<file path="src/rtl/pack_sink.sv">
// Local-port packet sink: accepts flits on in_w/out_r, reassembles packets, checks dest/length, keeps stats.
// Latency: stats visible one cycle after the accepting edge; back-pressure: out_r high one cycle in STALL+1.
module pack_sink #(
    parameter int DATA_SIZE     = 8,
    parameter int ADDR_SIZE     = 4,
    parameter int ADDR          = 0,
    parameter int MAX_PACK_LEN  = 4,
    parameter int STALL         = 0,
    parameter int PACKS_TO_RECV = 16,
    parameter int CNT_W         = 16
) (
    input  logic                           clk,
    input  logic                           a_rst,
    input  logic [DATA_SIZE+ADDR_SIZE:0]   data_i,
    input  logic                           in_w,
    output logic                           out_r,
    output logic [CNT_W-1:0]               packs_cnt,
    output logic [CNT_W-1:0]               flits_cnt,
    output logic [CNT_W-1:0]               err_cnt,
    output logic                           err_flag,
    output logic                           done
);
    localparam int FLIT_SIZE = DATA_SIZE + ADDR_SIZE + 1;
    localparam int SW        = (STALL > 0) ? $clog2(STALL + 1) : 1;
    localparam int LW        = $clog2(MAX_PACK_LEN + 2);

    typedef enum logic {HEAD, BODY} state_t;

    state_t                 state_q, state_d;
    logic [SW-1:0]          stall_cnt;
    logic [LW-1:0]          len_q, len_d;
    logic [ADDR_SIZE-1:0]   cur_addr_q, cur_addr_d;
    logic                   pkt_err_q;
    logic                   pkt_err_any;
    logic                   flit_err;
    logic                   complete;
    logic                   accept;
    logic                   tail;
    logic [ADDR_SIZE-1:0]   dest;
    logic [DATA_SIZE-1:0]   payload_unused;
    logic [CNT_W-1:0]       packs_next;

    localparam logic [CNT_W-1:0] CNT_MAX = '1;

    assign accept         = in_w && out_r;
    assign tail           = data_i[FLIT_SIZE-1];
    assign dest           = data_i[DATA_SIZE +: ADDR_SIZE];
    assign payload_unused = data_i[DATA_SIZE-1:0];
    assign pkt_err_any    = pkt_err_q | flit_err;
    assign packs_next     = (packs_cnt == CNT_MAX) ? packs_cnt : packs_cnt + CNT_W'(1);

    // out_r is the registered image of "stall counter is zero".
    always_ff @(posedge clk) begin
        if (a_rst) begin
            stall_cnt <= '0;
            out_r     <= 1'b0;
        end else begin
            out_r     <= (stall_cnt == '0);
            stall_cnt <= (stall_cnt == SW'(STALL)) ? '0 : stall_cnt + SW'(1);
        end
    end

    always_ff @(posedge clk) begin
        if (a_rst) begin
            state_q <= HEAD;
        end else begin
            state_q <= state_d;
        end
    end

    always_comb begin
        state_d = state_q;
        if (accept) begin
            case (state_q)
                HEAD:    state_d = tail ? HEAD : BODY;
                BODY:    state_d = tail ? HEAD : BODY;
                default: state_d = HEAD;
            endcase
        end
    end

    // Length saturates at MAX_PACK_LEN+1 so an overlong packet keeps flagging until its tail.
    always_comb begin
        flit_err   = 1'b0;
        complete   = 1'b0;
        len_d      = len_q;
        cur_addr_d = cur_addr_q;
        if (accept) begin
            complete = tail;
            case (state_q)
                HEAD: begin
                    cur_addr_d = dest;
                    len_d      = LW'(1);
                    flit_err   = (dest != ADDR_SIZE'(ADDR));
                end
                BODY: begin
                    len_d    = (len_q > LW'(MAX_PACK_LEN)) ? len_q : len_q + LW'(1);
                    flit_err = (dest != cur_addr_q) || (dest != ADDR_SIZE'(ADDR))
                               || (len_q >= LW'(MAX_PACK_LEN));
                end
                default: begin
                    flit_err = 1'b0;
                end
            endcase
        end
    end

    always_ff @(posedge clk) begin
        if (a_rst) begin
            len_q      <= '0;
            cur_addr_q <= '0;
            pkt_err_q  <= 1'b0;
            packs_cnt  <= '0;
            flits_cnt  <= '0;
            err_cnt    <= '0;
            err_flag   <= 1'b0;
            done       <= 1'b0;
        end else begin
            len_q      <= len_d;
            cur_addr_q <= cur_addr_d;
            pkt_err_q  <= complete ? 1'b0 : pkt_err_any;
            if (accept && flits_cnt != CNT_MAX) begin
                flits_cnt <= flits_cnt + CNT_W'(1);
            end
            if (complete) begin
                packs_cnt <= packs_next;
                if (packs_next == CNT_W'(PACKS_TO_RECV)) begin
                    done <= 1'b1;
                end
                if (pkt_err_any) begin
                    err_flag <= 1'b1;
                    if (err_cnt != CNT_MAX) begin
                        err_cnt <= err_cnt + CNT_W'(1);
                    end
                end
            end
        end
    end
endmodule

</file>
<file path="config.mk">
export PLATFORM = sky130hd
export DESIGN_NAME = pack_sink
export DESIGN_NICKNAME = d
export VERILOG_FILES = /design/src/rtl/pack_sink.sv
export SDC_FILE = /design/constraint.sdc
export NUM_CORES = 1
export LEC_CHECK = 0
export CORE_UTILIZATION = 55
export CTS_CLUSTER_DIAMETER = 50
export DETAILED_ROUTE_END_ITERATION = 12
export MAX_ROUTING_LAYER = met4
export PLACE_DENSITY = 0.85
export SYNTH_ARGS = -nofsm -noshare
export SYNTH_HDL_FRONTEND = slang
export SYNTH_SLANG_ARGS = --single-unit
</file>
<file path="constraint.sdc">
create_clock -name clk -period 4.65 [get_ports clk]
set_input_delay 0.93 -clock clk [delete_from_list [all_inputs] [get_ports clk]]
set_output_delay 0.93 -clock clk [all_outputs]
set_load 0.01 [all_outputs]
</file>
==> flow_summary.toml <==
[critical_path]
critPathLaunchType = "input pin"
cp.arrival_ps = 3330
crit_fanout = 23
critPathCaptureType = "flip-flop"
worstPathRequired_ps = 4880
path_class = "input pin to flip-flop"
critPathMaxStageDelay_ps = 540
slowest_stage = "a31o_2"
crit_chain = "clkdlybuf4s50_1 -> and2_1 -> nand2_1 -> a31o_2 -> nor4_1 -> mux2_2"

[placement]
place.gp.congestion = 0.883
io_buffers = 58
dp_hpwl_mm = 4.84

[hold_path]
hold_path.class = "flip-flop to flip-flop"

[yosys]
synthTopCellsByArea = "dfxtp_1 38%, xnor2_1 6.5%, nor2_1 5.8%"
seq_area_frac_synth = 0.378
synth_common_cells = "61 x dfxtp_1, 50 x nor2_1, 27 x nand2_1"
synthDistinctLibCells = 57
ys_warn_count = 0
synth_edf_count = 0
ys_async_sr_fraction = 0
yosys.cell_count.top_type = "dfxtp_1"
syn_area_per_cell_um2 = 8.18
syn_nets = 416
yosysTopAreaCellShare = 0.378
ys.flop_type = "dfxtp_1"
ys_seq_elements = 61
synth_area_um2 = 3230
netlist.top_cell.by_area = "dfxtp_1"
netlist_instances = 395

[floorplanning]
core_area_um2 = 5570
fp.dieH_um = 78.6
start_util = 0.579
die_x_um = 78.6
die_area_um2 = 6180
rows = 27
pin_count = 67

[grt]
track_usage = 0.258
grt_max_degree = 46
grt_first_pass_wirelength_mm = 12.4
antenna_found_initial = 0
grt_pass1_vias = 2893
grt_remaining_overflow = 0

[cts]
cts_tree = "built"
clkLatencyLatePin_ps = 340
ctsResizeCount = 0
cts-htree-levels = 3
cts_sinks = 61
clk_pin_slew_ps = 70
root_buffer = "clkbuf_8"
holdBufCountCts = 0
cts.path.max_buffers = 2
cts_setup_buffers = 0
cts_buffers = 9

[routing]
wl_per_cell_um = 14.0
vias = 3147
detail_route.wirelength_mm = 7.26
ant_nets = 0
drtPass1Iterations = 5
detail_route.iter0.violations = 143
via_per_inst = 6.09
drc = 0

[timing]
maxSlewHeadroom = 0.0857
min_period_over_period = 0.666
rsz0062_at_grt = "false"
tns_ps = 0
hold_ws_ps = 402
clock_skew_ps = 9.17
period_minus_slack_ps = 3100
drv_slew = 0
fmax_ghz = 0.323
tightestPinTransition_ps = 1360
setup_violations = 0
hold_viol_final = 0

[layout]
synthToLayoutAreaGrowth_pct = 23.1
drive_above_1_share = 0.0719
finish.utilization = 0.713
antenna_cells = 0
nFillCells = 461
layout.nets = 461

[pwr]
internal-power_uw = 804
pwr-share-clk = 0.449
sw_frac_of_total = 0.225
leakage_nw = 1.24
ir_worst_vdd_mv = 0.234
powerDensity_nw_per_um2 = 261
pwr-share-seq = 0.513
p_sw_uw = 233
power.share.combinational = 0.038

[run_status]
status = "completed"

[flow_run]
drv_cap = 0
==> metal layers <==
metal  vias to the layer above  track usage  wire length [µm]
met2                       105        0.417              3430
met1                      1504        0.314              3280
met4                         0        0.109               119
li1                       1527            -                 -
met3                        11       0.0500               429
met5                         -            -                 0
==> cells in the final DEF, fill, tap and decap left out, types with 13 or more instances in the layout <==
| master | Yosys | routed |
|---|---|---|
| dfxtp_1 | 61 | 61 |
| clkdlybuf4s50_1 | 0 | 57 |
| nor2_1 | 50 | 50 |
| nand2_1 | 27 | 27 |
| a21oi_1 | 26 | 26 |
| xnor2_1 | 24 | 24 |
| nand3_1 | 18 | 18 |
| nor3_1 | 16 | 16 |
| nor4_1 | 15 | 15 |
| o21ai_0 | 13 | 13 |
==> cell families (layout without fill, tap and decap cells) <==
logic type / count (synthesis) / count (layout) / synth area share
AOI/OAI and AO/OA: 70 / 70 / 0.140
xor gates and xnor gates: 25 / 25 / 0.0678
adders and majority gates: 5 / 5 / 0.0194
buffers and inverters: 37 / 87 / 0.0508
DFF: 61 / 61 / 0.378
muxes: 10 / 10 / 0.0329
other: 1 / 1 / 0.00116
and+or+nand+nor: 186 / 186 / 0.310
==> cell type report <==
type                    count  area [µm²]  area share
clock buffers              12         145      0.0365
clock inverters             4        47.5      0.0120
inverters                  12        45.0      0.0113
multi-input cells         297        1840       0.464
flip-flops and latches     61        1220       0.307
well taps                  72        90.1      0.0227
repair buffers             59         583       0.147
==> sequential cells by signal (all words and copies together), names as in the netlist <==
register	cells
err_flag	1
pkt_err_q	1
state_q	1
flits_cnt	16
len_q	3
cur_addr_q	4
err_cnt	16
out_r	1
packs_cnt	16
done	1
stall_cnt	1
==> worst paths after layout <==
kind,from,cells past startpoint,slack (ps),end
worst max-delay path,in_w,6,1550,err_cnt[5]
worst min register to register,stall_cnt,1,400,out_r
worst min-delay path,stall_cnt,1,400,out_r
worst max register to register,packs_cnt[0],6,1710,done
==> worst max-delay path, delay by kind of cell <==
family | cells | cell delay [ps]
simple gates | 3 | 1010
buf+inv | 1 | 480
mux | 1 | 370
compound gates | 1 | 540
==> power groups by stage <==
stage | clock network (mW) | registers [mW] | logic [mW]
floorplan | 0 | 0.543 | 0.0244
global placement | 0 | 0.544 | 0.0380
detailed placement | 0 | 0.544 | 0.0395
CTS | 0.474 | 0.532 | 0.0397
global route | 0.493 | 0.533 | 0.0434
finish | 0.466 | 0.532 | 0.0392
==> metrics by stage <==
| step | cell area, µm² | instances | total power [mW] | setup slack, ps |
|---|---|---|---|---|
| 2_1_floorplan | 3230 | 395 | 0.568 | 2350 |
| 6_report | 3980 | 517 | 1.04 | 1550 |
| 5_1_grt | 3980 | 517 | 1.07 | 1350 |
| 4_1_cts | 3980 | 517 | 1.05 | 1570 |
| 3_3_place_gp | 3780 | 501 | 0.582 | 1210 |
| 3_5_place_dp | 3780 | 501 | 0.584 | 1200 |
Note: power is estimated with default switching activity, not from simulation.
